<file path="config.mk">
export PLATFORM = sky130hd
export DESIGN_NAME = proc_control
export DESIGN_NICKNAME = d
export VERILOG_FILES = /design/src/rtl/proc_pkg.sv /design/src/rtl/proc_control_dec3to8.sv /design/src/rtl/proc_control.sv
export SDC_FILE = /design/constraint.sdc
export NUM_CORES = 1
export LEC_CHECK = 0
export ABC_CLOCK_PERIOD_IN_PS = 3200
export CAP_MARGIN = 20
export CELL_PAD_IN_SITES_DETAIL_PLACEMENT = 2
export CELL_PAD_IN_SITES_GLOBAL_PLACEMENT = 2
export CORE_ASPECT_RATIO = 0.8
export CORE_MARGIN = 4
export CORE_UTILIZATION = 20
export CTS_BUF_LIST = sky130_fd_sc_hd__clkbuf_4 sky130_fd_sc_hd__clkbuf_8 sky130_fd_sc_hd__clkbuf_16
export DETAILED_ROUTE_END_ITERATION = 6
export GPL_ROUTABILITY_DRIVEN = 0
export PLACE_DENSITY = 0.79
export SLEW_MARGIN = 20
export SYNTH_ARGS = -nofsm -noshare
export SYNTH_HDL_FRONTEND = slang
export SYNTH_SLANG_ARGS = --single-unit
</file>
<file path="constraint.sdc">
create_clock -name Clock -period 3.2 [get_ports Clock]
set_clock_uncertainty 0.2 [all_clocks]
set_input_delay 0.96 -clock Clock [delete_from_list [all_inputs] [get_ports Clock]]
set_output_delay 0.96 -clock Clock [all_outputs]
set_load 0.1 [all_outputs]
</file>
<file path="src/rtl/proc_pkg.sv">
// Shared definitions for the processor control unit.
//   step_t  : instruction step counter values T0..T5
//   OP_*    : instruction opcodes (IR[9:6])
//   ALU_*   : ALU operation encodings driven on aluop
//   REG_PC  : register index of the program counter (R7)
// Configuration macro: PROC_CTRL_SLT_EN adds the slt opcode and ALU encoding.
package proc_pkg;

    typedef enum logic [2:0] {
        T0 = 3'd0,
        T1 = 3'd1,
        T2 = 3'd2,
        T3 = 3'd3,
        T4 = 3'd4,
        T5 = 3'd5
    } step_t;

    localparam logic [3:0] OP_MV   = 4'b0000;
    localparam logic [3:0] OP_MVI  = 4'b0001;
    localparam logic [3:0] OP_ADD  = 4'b0010;
    localparam logic [3:0] OP_SUB  = 4'b0011;
    localparam logic [3:0] OP_LD   = 4'b0100;
    localparam logic [3:0] OP_ST   = 4'b0101;
    localparam logic [3:0] OP_MVNZ = 4'b0110;

    localparam logic [2:0] ALU_ADD = 3'b000;
    localparam logic [2:0] ALU_SUB = 3'b001;

`ifdef PROC_CTRL_SLT_EN
    localparam logic [3:0] OP_SLT  = 4'b0111;
    localparam logic [2:0] ALU_SLT = 3'b010;
`endif

    localparam logic [2:0] REG_PC  = 3'd7;

endpackage

</file>
<file path="src/rtl/proc_control_dec3to8.sv">
// 3-to-8 one-hot decoder with enable, used to form register bus selects
// and register load enables.
//   i_sel    : register index 0..7
//   i_en     : when low the output is all zeros
//   o_onehot : one-hot select, bit i_sel set when enabled
module dec3to8 (
    input  logic [2:0] i_sel,
    input  logic       i_en,
    output logic [7:0] o_onehot
);

    always_comb begin
        o_onehot = '0;
        if (i_en) begin
            o_onehot[i_sel] = 1'b1;
        end
    end

endmodule

</file>
<file path="src/rtl/proc_control.sv">
// Control unit for a simple multi-cycle processor. A 3-bit step counter
// (T0..T5) sequences fetch (T0..T2) and execute (T3..T5); all control
// outputs are combinational from the step, IR, Run and G_nz.
//   Clock, Resetn      : clock, synchronous active-low reset
//   Run                : allows a new fetch while in T0
//   IR[9:0]            : {opcode[3:0], X[2:0], Y[2:0]}
//   G_nz               : datapath register G is nonzero (for mvnz)
//   Rout, Rin          : one-hot bus select / load enable, bit 7 = PC
//   Gout .. Done       : single-bit datapath controls
//   aluop              : 000 add, 001 sub, 010 slt
//   counter            : current step for display
// Configuration macro: PROC_CTRL_SLT_EN enables opcode 0111 (slt).
import proc_pkg::*;

module proc_control (
    input  logic       Clock,
    input  logic       Resetn,
    input  logic       Run,
    input  logic [9:0] IR,
    input  logic       G_nz,
    output logic [7:0] Rout,
    output logic [7:0] Rin,
    output logic       Gout,
    output logic       DINout,
    output logic       Ain,
    output logic       Gin,
    output logic       IRin,
    output logic       ADDRin,
    output logic       DOUTin,
    output logic       W_D,
    output logic       incr_pc,
    output logic       Done,
    output logic [2:0] aluop,
    output logic [2:0] counter
);

    step_t      r_step;
    step_t      w_next;

    logic [3:0] w_op;
    logic [2:0] w_x;
    logic [2:0] w_y;

    logic       w_rout_en;
    logic [2:0] w_rout_idx;
    logic       w_rin_en;
    logic [2:0] w_rin_idx;

    assign w_op    = IR[9:6];
    assign w_x     = IR[5:3];
    assign w_y     = IR[2:0];
    assign counter = r_step;

    always_ff @(posedge Clock) begin
        if (!Resetn) begin
            r_step <= T0;
        end else begin
            r_step <= w_next;
        end
    end

    // Next step: any Done cycle returns to T0, T0 waits for Run.
    always_comb begin
        w_next = T0;
        if (!Done) begin
            case (r_step)
                T0:      w_next = Run ? T1 : T0;
                T1:      w_next = T2;
                T2:      w_next = T3;
                T3:      w_next = T4;
                T4:      w_next = T5;
                default: w_next = T0;
            endcase
        end
    end

    // Control decode. Register selects are expressed as (enable, index)
    // pairs so each of Rout/Rin is one-hot by construction.
    always_comb begin
        w_rout_en  = 1'b0;
        w_rout_idx = '0;
        w_rin_en   = 1'b0;
        w_rin_idx  = '0;
        Gout       = 1'b0;
        DINout     = 1'b0;
        Ain        = 1'b0;
        Gin        = 1'b0;
        IRin       = 1'b0;
        ADDRin     = 1'b0;
        DOUTin     = 1'b0;
        W_D        = 1'b0;
        incr_pc    = 1'b0;
        Done       = 1'b0;
        aluop      = ALU_ADD;

        if (Resetn) begin
            case (r_step)
                T0: begin
                    if (Run) begin
                        w_rout_en  = 1'b1;
                        w_rout_idx = REG_PC;
                        ADDRin     = 1'b1;
                        incr_pc    = 1'b1;
                    end
                end
                T1: begin
                    // memory read latency: no controls
                end
                T2: begin
                    IRin = 1'b1;
                end
                T3: begin
                    case (w_op)
                        OP_MV: begin
                            w_rout_en  = 1'b1;
                            w_rout_idx = w_y;
                            w_rin_en   = 1'b1;
                            w_rin_idx  = w_x;
                            Done       = 1'b1;
                        end
                        OP_MVI: begin
                            w_rout_en  = 1'b1;
                            w_rout_idx = REG_PC;
                            ADDRin     = 1'b1;
                            incr_pc    = 1'b1;
                        end
`ifdef PROC_CTRL_SLT_EN
                        OP_ADD, OP_SUB, OP_SLT: begin
`else
                        OP_ADD, OP_SUB: begin
`endif
                            w_rout_en  = 1'b1;
                            w_rout_idx = w_x;
                            Ain        = 1'b1;
                        end
                        OP_LD, OP_ST: begin
                            w_rout_en  = 1'b1;
                            w_rout_idx = w_y;
                            ADDRin     = 1'b1;
                        end
                        OP_MVNZ: begin
                            w_rout_en  = G_nz;
                            w_rout_idx = w_y;
                            w_rin_en   = G_nz;
                            w_rin_idx  = w_x;
                            Done       = 1'b1;
                        end
                        default: begin
                            Done = 1'b1;
                        end
                    endcase
                end
                T4: begin
                    case (w_op)
                        OP_ADD: begin
                            w_rout_en  = 1'b1;
                            w_rout_idx = w_y;
                            Gin        = 1'b1;
                            aluop      = ALU_ADD;
                        end
                        OP_SUB: begin
                            w_rout_en  = 1'b1;
                            w_rout_idx = w_y;
                            Gin        = 1'b1;
                            aluop      = ALU_SUB;
                        end
`ifdef PROC_CTRL_SLT_EN
                        OP_SLT: begin
                            w_rout_en  = 1'b1;
                            w_rout_idx = w_y;
                            Gin        = 1'b1;
                            aluop      = ALU_SLT;
                        end
`endif
                        OP_ST: begin
                            w_rout_en  = 1'b1;
                            w_rout_idx = w_x;
                            DOUTin     = 1'b1;
                        end
                        default: begin
                            // mvi/ld wait for memory data
                        end
                    endcase
                end
                T5: begin
                    case (w_op)
                        OP_MVI, OP_LD: begin
                            DINout    = 1'b1;
                            w_rin_en  = 1'b1;
                            w_rin_idx = w_x;
                            Done      = 1'b1;
                        end
`ifdef PROC_CTRL_SLT_EN
                        OP_ADD, OP_SUB, OP_SLT: begin
`else
                        OP_ADD, OP_SUB: begin
`endif
                            Gout      = 1'b1;
                            w_rin_en  = 1'b1;
                            w_rin_idx = w_x;
                            Done      = 1'b1;
                        end
                        OP_ST: begin
                            W_D  = 1'b1;
                            Done = 1'b1;
                        end
                        default: begin
                            // unreachable for single-step opcodes; end the
                            // instruction rather than stall
                            Done = 1'b1;
                        end
                    endcase
                end
                default: begin
                    // encodings 6/7 are never entered; next step is T0
                end
            endcase
        end
    end

    dec3to8 u_dec_rout (
        .i_sel    (w_rout_idx),
        .i_en     (w_rout_en),
        .o_onehot (Rout)
    );

    dec3to8 u_dec_rin (
        .i_sel    (w_rin_idx),
        .i_en     (w_rin_en),
        .o_onehot (Rin)
    );

endmodule

</file>
==> results of run 1 <==
[cells by family after synthesis]
logic type	count (synthesis)	share of synthesized area [%]
XOR/XNOR	2	1.91
multiplexers	1	1.09
buffers and inverters	16	10.8
other	1	0.409
AO/OA/AOI/OAI	37	30.5
flip-flops	3	6.56
AND/OR/NAND/NOR	70	48.8
[synthesized netlist by cell type (all sizes together) (4+ instances only)]
library cell	n
nor2	12
nor4	5
nand2	8
nor3	10
nand2b	4
inv	7
nor4b	4
buf	9
nand3	4
a31oi	4
nor2b	7
o21ai	7
[metrics by stage]
step | setup slack, ns | TNS, ns | hold slack [ns] | utilization (%)
after detailed placement | -1.26 | -23.33 | 0.347 | 55.6
after global placement | -0.994 | -19.73 | 0.321 | 55.6
after floorplan | -0.825 | -11.21 | 0.640 | -
==> run summary, run 1 <==
Initial Util -> 21.3%
EDFF count, synth -> 0
row count -> 21
H-tree Lvls -> 1
Sink Count -> 3
Seq cells post-synth -> 3
syn_area_per_cell -> 7.05 sq um
Clock Tree Root -> clkbuf_8
cell area after synthesis -> 916 sq um
Gate Count Post-Synth -> 130
deepest clock path buffer count -> 2
Exit stage -> clock tree synthesis (4_1_cts)
Resized Gates After CTS -> 117
leading area contributor after synthesis -> dfxtp_1
Die Wd -> 83.7 microns
Placed Cells -> 271
ys async rst share -> 0%
Die Span Y -> 68.5 microns
IO buf count -> 43
main area contributors after synthesis -> dfxtp_1 6.6%, buf_4 4.9%, nor2_1 4.9%, nor2b_1 4.8%, nor3_1 4.4%
YS warnings -> 0
Area after DPL -> 0.00240 sq mm
register area share after synthesis -> 6.56%
cts bufs inserted -> 3
Log Error -> [ERROR DPL-0033] detailed placement checks failed during check placement.
Synth top area share -> 6.56%
Post-DP HPWL -> 5340 microns
Unique masters post-synth -> 54
Main synth FF type -> dfxtp_1
io pins -> 46
hold_buf cts -> 0
post-CTS setup buffer count -> 21
status -> aborted with a tool error
==> inputs of run 2 (changes only) <==
==> config.mk (replaced) <==
export PLATFORM = sky130hd
export DESIGN_NAME = proc_control
export DESIGN_NICKNAME = d
export VERILOG_FILES = /design/src/rtl/proc_pkg.sv /design/src/rtl/proc_control_dec3to8.sv /design/src/rtl/proc_control.sv
export SDC_FILE = /design/constraint.sdc
export NUM_CORES = 1
export LEC_CHECK = 0
export ABC_CLOCK_PERIOD_IN_PS = 3200
export CAP_MARGIN = 20
export CORE_MARGIN = 4
export CORE_UTILIZATION = 20
export DETAILED_ROUTE_END_ITERATION = 6
export GPL_ROUTABILITY_DRIVEN = 0
export PLACE_DENSITY_LB_ADDON = 0.15
export SLEW_MARGIN = 20
export SYNTH_ARGS = -nofsm -noshare
export SYNTH_HDL_FRONTEND = slang
export SYNTH_SLANG_ARGS = --single-unit
==> run summary, run 2 <==
setup TNS -> -7.13 ns
Hold Crit Class -> flop to flop
nets -> 252
cell area after synthesis -> 916 sq um (unchanged)
non-filler cells, final -> 289
via count -> 1443
CP Class -> input pin to output pin
max reg flops -> 3
most frequent cells in the layout -> 50 x buf_4, 31 x buf_12, 15 x buf_6
leading area contributor after synthesis -> dfxtp_1 (unchanged)
Critical R2R Capture -> counter[0]$_SDFF_PP0_
Main synth FF type -> dfxtp_1 (unchanged)
die area -> 0.00573 sq mm
Final Setup Violations -> 23
core region area -> 0.00438 sq mm
IO buf count -> 43 (unchanged)
ys async rst share -> 0% (unchanged)
Seq cells post-synth -> 3 (unchanged)
post-route cell area -> 0.00297 sq mm
first-pass GRT wire length -> 7690 microns
Placed Cells -> 263 (was 271)
Setup crit end kind -> output pin
Fin. Hold Viols -> 0
Unique masters post-synth -> 54 (unchanged)
Clock Tree Root -> clkbuf_8 (unchanged)
Tmin final -> 3.67 ns
post-route ant nets -> 0
row count -> 24 (was 21)
most frequent cell after synthesis -> nor2_1 (unchanged)
cts bufs inserted -> 3 (unchanged)
Fmax achieved -> 0.272 GHz
max-slew violation count -> 0
initial antenna violation count -> 0
H-tree Lvls -> 1 (unchanged)
P_int -> 0.314 mW
clock share of power -> 19.5%
clk_lat worst skew -> 0.22 ns
PwrDens -> 197 mW/mm^2
P_leak -> 1.17 nW
status -> finished with violations (was aborted with a tool error)
max cap viols -> 0
fin util -> 67.8%
combinational share of power -> 71.0%
worst setup path endpoint -> Rout[3]
Setup crit start -> IR[9]
Gate Count Post-Synth -> 130 (unchanged)
Initial Util -> 20.9% (was 21.3%)
TritonCTS clock tree -> done
failing checks -> setup timing
Die Span Y -> 75.7 microns (was 68.5 microns)
most common cell after layout, fill and taps aside -> buf_4
WL final -> 4800 microns
vias in the first global route -> 1518
top cells by count, synth -> 12 x nor2_1, 8 x nand2_1, 8 x nor3_1 (unchanged)
worst r2r path cells -> 4
startpoint types -> input pin
Area after DPL -> 0.00238 sq mm (was 0.00240 sq mm)
RSZ-0062 raised after global routing -> yes
DR pass1 iterations -> 4
main area contributors after synthesis -> dfxtp_1 6.6%, buf_4 4.9%, nor2_1 4.9%, nor2b_1 4.8%, nor3_1 4.4% (unchanged)
Flop pwr share -> 9.5%
Sink Count -> 3 (unchanged)
1st-iter DRT viols -> 47
WL/cell -> 16.6 microns
share of cells above drive strength 1 -> 81.0%
Synth top area share -> 6.56% (unchanged)
YS warnings -> 0 (unchanged)
Post-DP HPWL -> 3350 microns (was 5340 microns)
grt ovf -> 0
Worst VDD drop -> 156 uV
largest net degree at the start of global routing -> 15
CTS clock-pin slew for the worst setup and hold paths -> 0.03 ns
FF-to-FF Start -> counter[0]$_SDFF_PP0_
Die Wd -> 75.7 microns (was 83.7 microns)
Arr. time, crit path -> 2.51 ns
via/cell ratio -> 4.99
Psw -> 0.270 mW
io pins -> 46 (unchanged)
deepest clock path buffer count -> 2 (unchanged)
syn_area_per_cell -> 7.05 sq um (unchanged)
Post-route DRC -> 0
Hold WS -> 0.338 ns
critical-path maximum fanout -> 6
setup ws final -> -0.473 ns
worst endpoint required time -> 2.04 ns
hold_buf cts -> 0 (unchanged)
register area share after synthesis -> 6.56% (unchanged)
total track usage -> 17.1%
diode count -> 0
Syn-to-layout area delta -> 224%
Switching Fraction -> 46.3%
register-to-register setup slack -> 1.85 ns
Tcrit/Tclk final -> 115%
EDFF count, synth -> 0 (unchanged)
==> run 2: cell counts after synthesis <==
Identical to the previous run, type by type.
==> run 2: power groups by stage <==
stage | logic [mW] | registers, mW | clock network [mW]
5_1_grt | 0.434 | 0.0572 | 0.121
6_report | 0.415 | 0.0555 | 0.114
2_1_floorplan | 0.196 | 0.0672 | 0
3_3_place_gp | 0.311 | 0.0554 | 0
4_1_cts | 0.378 | 0.0557 | 0.117
3_5_place_dp | 0.314 | 0.0563 | 0
==> run 2: worst min-delay path by stage <==
stage / startpoint / to / slack (ns) / cells after the start
2_1_floorplan: counter[2]$_SDFF_PP0_ / counter[1]$_SDFF_PP0_ / 0.64 / 2
3_3_place_gp: counter[2]$_SDFF_PP0_ / counter[1]$_SDFF_PP0_ / 0.32 / 1
3_5_place_dp: counter[2]$_SDFF_PP0_ / counter[1]$_SDFF_PP0_ / 0.33 / 1
4_1_cts: counter[2]$_SDFF_PP0_ / counter[1]$_SDFF_PP0_ / 0.33 / 1
5_1_grt: counter[2]$_SDFF_PP0_ / counter[1]$_SDFF_PP0_ / 0.37 / 1
6_report: counter[2]$_SDFF_PP0_ / counter[1]$_SDFF_PP0_ / 0.34 / 1
==> run 2: worst max-delay path, cell delays in order <==
cell and delay, ns:
buf_6 0.10, buf_8 0.12, and4bb_4 0.31, o31ai_4 0.08, a31oi_4 0.28, inv_4 0.10
nor4bb_4 0.34, buf_12 0.21
==> run 2: cells by family after synthesis <==
group / Yosys count / share of synthesized area, %
other: 1 / 0.409
AO/OA/AOI/OAI: 37 / 30.5
AND/OR/NAND/NOR: 70 / 48.8
buffers and inverters: 16 / 10.8
XOR/XNOR: 2 / 1.91
multiplexers: 1 / 1.09
flip-flops: 3 / 6.56
==> run 2: metal layers <==
layer / vias up / GRT usage, % / wire length, microns
met1: 703 / 24.4 / 2100
met3: 5 / 0.923 / 161
met2: 31 / 28.7 / 2500
li1: 704 / - / -
met4: 0 / 3.30 / 44
met5: - / 0 / 0
==> run 2: layout make-up <==
class	instances	area (sq um)
repair buffers	111	1330
inverters	7	41.3
fillers	298	1410
flip-flops and latches	3	71.3
well taps	52	65.1
multi-input cells	112	1420
clock buffers	4	45.0
==> run 2: repair_timing <==
action / 4_1_cts / 5_1_grt
setup endpoints to repair: 27 / 24
gates cloned: 1 / 0
pin swaps: 36 / 27
gates resized for setup: 98 / 30
setup buffers: 17 / 9
==> run 2: stage by stage <==
| step | power (mW) | setup slack (ns) |
|---|---|---|
| 4_1_cts | 0.551 | -0.501 |
| 6_report | 0.584 | -0.473 |
| 3_5_place_dp | 0.370 | -0.993 |
| 3_3_place_gp | 0.367 | -0.955 |
| 2_1_floorplan | 0.263 | -0.825 |
| 5_1_grt | 0.612 | -0.545 |
Power figures use the tool's default switching activity.
==> inputs of run 3 (changes only) <==
--- a/config.mk
+++ b/config.mk
@@ -7,11 +7,12 @@
 export LEC_CHECK = 0
 export ABC_CLOCK_PERIOD_IN_PS = 3200
 export CAP_MARGIN = 20
-export CORE_MARGIN = 4
-export CORE_UTILIZATION = 20
+export CORE_AREA = 4 4 65 67
 export DETAILED_ROUTE_END_ITERATION = 6
+export DIE_AREA = 0 0 69 71
 export GPL_ROUTABILITY_DRIVEN = 0
 export PLACE_DENSITY_LB_ADDON = 0.15
+export RECOVER_POWER = 100
 export SLEW_MARGIN = 20
 export SYNTH_ARGS = -nofsm -noshare
 export SYNTH_HDL_FRONTEND = slang
==> run summary, run 3 (synthesis gave the netlist of run 2 again) <==
Final Setup Violations -> 22 (was 23)
Die Wd -> 69 microns (was 75.7 microns)
first-pass GRT wire length -> 7860 microns (was 7690 microns)
Arr. time, crit path -> 2.53 ns (was 2.51 ns)
Clock Tree Root -> clkbuf_8 (unchanged)
Die Span Y -> 71 microns (was 75.7 microns)
Worst path most repeated cell -> buf_12
status -> finished with violations (unchanged)
Crit. path cell count -> 8 (unchanged)
Post-route DRC -> 0 (unchanged)
Critical R2R Capture -> counter[0]$_SDFF_PP0_ (unchanged)
Multi-input gate area -> 0.00135 sq mm (was 0.00142 sq mm)
crit-path cells -> buf_8, buf_12, and4bb_2, o21ai_1, a21bo_2, or2_4, nor3_4, buf_12 (was buf_6, buf_8, and4bb_4, o31ai_4, a31oi_4, inv_4, nor4bb_4, buf_12)
diode count -> 0 (unchanged)
setup ws final -> -0.489 ns (was -0.473 ns)
TritonCTS clock tree -> done (unchanged)
vias in the first global route -> 1554 (was 1518)
clk_lat worst skew -> 0.21 ns (was 0.22 ns)
core region area -> 0.00363 sq mm (was 0.00438 sq mm)
io pins -> 46 (unchanged)
Fin. Hold Viols -> 0 (unchanged)
Hold Crit Class -> flop to flop (unchanged)
Detail Route met2 WL -> 2670 microns (was 2500 microns)
FF-to-FF Start -> counter[0]$_SDFF_PP0_ (unchanged)
Area after DPL -> 0.00237 sq mm (was 0.00238 sq mm)
die area -> 0.00490 sq mm (was 0.00573 sq mm)
Pwr Total -> 0.568 mW (was 0.584 mW)
Detail Route met3 WL -> 204 microns (was 161 microns)
initial antenna violation count -> 0 (unchanged)
Sink Count -> 3 (unchanged)
register area -> 71.3 sq um (unchanged)
fillers -> 224 (was 298)
post-route ant nets -> 0 (unchanged)
worst endpoint required time -> 2.04 ns (about the same)
cts bufs inserted -> 3 (unchanged)
share of cells above drive strength 1 -> 79.4% (was 81.0%)
Setup crit start -> IR[9] (unchanged)
worst setup path endpoint -> Rin[5] (was Rout[3])
Tcrit/Tclk final -> 115% (about the same)
startpoint types -> input pin (unchanged)
WL final -> 5150 microns (was 4800 microns)
total track usage -> 19.2% (was 17.1%)
1st-iter DRT viols -> 35 (was 47)
nets -> 248 (was 252)
CP Class -> input pin to output pin (unchanged)
Metal-1 WL -> 2200 microns (was 2100 microns)
row count -> 22 (was 24)
register-to-register setup slack -> 1.89 ns (was 1.85 ns)
most frequent cells in the layout -> 42 x buf_4, 29 x buf_12, 24 x buf_6 (was 50 x buf_4, 31 x buf_12, 15 x buf_6)
Tmin final -> 3.69 ns (was 3.67 ns)
CTS clock-pin slew for the worst setup and hold paths -> 0.03 ns (about the same)
max reg flops -> 3 (unchanged)
critical-path maximum fanout -> 5 (was 6)
worst r2r path cells -> 3 (was 4)
largest net degree at the start of global routing -> 15 (unchanged)
top routing layer in use -> met4 (unchanged)
Syn-to-layout area delta -> 215% (was 224%)
failing checks -> setup timing (unchanged)
RSZ-0062 raised after global routing -> yes (unchanged)
grt ovf -> 0 (unchanged)
post-route cell area -> 0.00288 sq mm (was 0.00297 sq mm)
most common cell after layout, fill and taps aside -> buf_4 (unchanged)
max-slew violation count -> 0 (unchanged)
WL/cell -> 18.3 microns (was 16.6 microns)
via/cell ratio -> 5.29 (was 4.99)
via count -> 1487 (was 1443)
DR pass1 iterations -> 4 (unchanged)
critical path's top delay family -> simple AND/OR/NAND/NOR gates (unchanged)
H-tree Lvls -> 1 (unchanged)
IO buf count -> 43 (unchanged)
Initial Util -> 25.2% (was 20.9%)
critical path's largest stage delay -> 0.32 ns (was 0.34 ns)
PwrDens -> 197 mW/mm^2 (about the same)
Buf/Inv on CP -> 3 (was 4)
P_leak -> 1.13 nW (was 1.17 nW)
Post-DP HPWL -> 3200 microns (was 3350 microns)
max cap viols -> 0 (unchanged)
Slowest-stage cell, CP -> and4bb_2 (was nor4bb_4)
Fmax achieved -> 0.271 GHz (was 0.272 GHz)
Worst VDD drop -> 123 uV (was 156 uV)
hold_buf cts -> 0 (unchanged)
deepest clock path buffer count -> 2 (unchanged)
Setup crit end kind -> output pin (unchanged)
[run 3: changes by cell type in the layout (fill, tap and decap cells not counted), sizes merged]
cell           before  now
buf               105  101
bufbuf              0    1
clkbuf              5    4
clkdlybuf4s15       1    0
dlygate4sd2         4    5
[run 3: what timing repair did]
| item | in CTS | in global routing |
|---|---|---|
| endpoints found under the setup margin | 27 | 25 |
| pin swaps | 31 | 25 |
| resized for setup | 96 | 28 |
| hold endpoints to repair | 0 | 0 |
| buffers inserted | 13 | 8 |
| cloned | 1 | 0 |
[run 3: area by class of cell]
class	instances	area share [%]
multi-input cells	112	46.8
repair buffers	107	45.5
flip-flops and latches	3	2.47
well taps	48	2.08
inverters	7	1.61
clock buffers	4	1.56
[run 3: report_power, final]
part	internal (mW)	leakage, nW	switching (mW)
logic	0.178	1.08	0.225
clock network	0.0849	0.0228	0.0248
registers	0.0407	0.0267	0.0151
[run 3: worst min-delay path by stage]
stage | start | end | slack, ns | cells after the start
final | counter[2]$_SDFF_PP0_ | counter[1]$_SDFF_PP0_ | 0.33 | 1
after global routing | counter[2]$_SDFF_PP0_ | counter[1]$_SDFF_PP0_ | 0.37 | 1
after CTS | counter[2]$_SDFF_PP0_ | counter[1]$_SDFF_PP0_ | 0.33 | 1
after detailed placement | counter[2]$_SDFF_PP0_ | counter[1]$_SDFF_PP0_ | 0.32 | 1
after global placement | counter[2]$_SDFF_PP0_ | counter[1]$_SDFF_PP0_ | 0.31 | 1
after floorplan | counter[2]$_SDFF_PP0_ | counter[1]$_SDFF_PP0_ | 0.64 | 2
[run 3: metal layers]
metal  vias up  GRT usage, %
li1        702             -
met1       726          23.8
met2        51          32.9
met3         8          2.56
met4         0          8.68
met5         -             0
[run 3: stage by stage]
step	setup TNS [ns]	hold slack [ns]	setup WS, ns	util [%]	instances
after global placement	-18.82	0.314	-0.927	65.2	258
after CTS	-7.05	0.334	-0.497	75.0	275
after detailed placement	-19.67	0.321	-0.983	65.2	258
final	-7.34	0.334	-0.489	79.4	281
after floorplan	-11.21	0.640	-0.825	-	131
after global routing	-8.33	0.371	-0.534	79.4	281
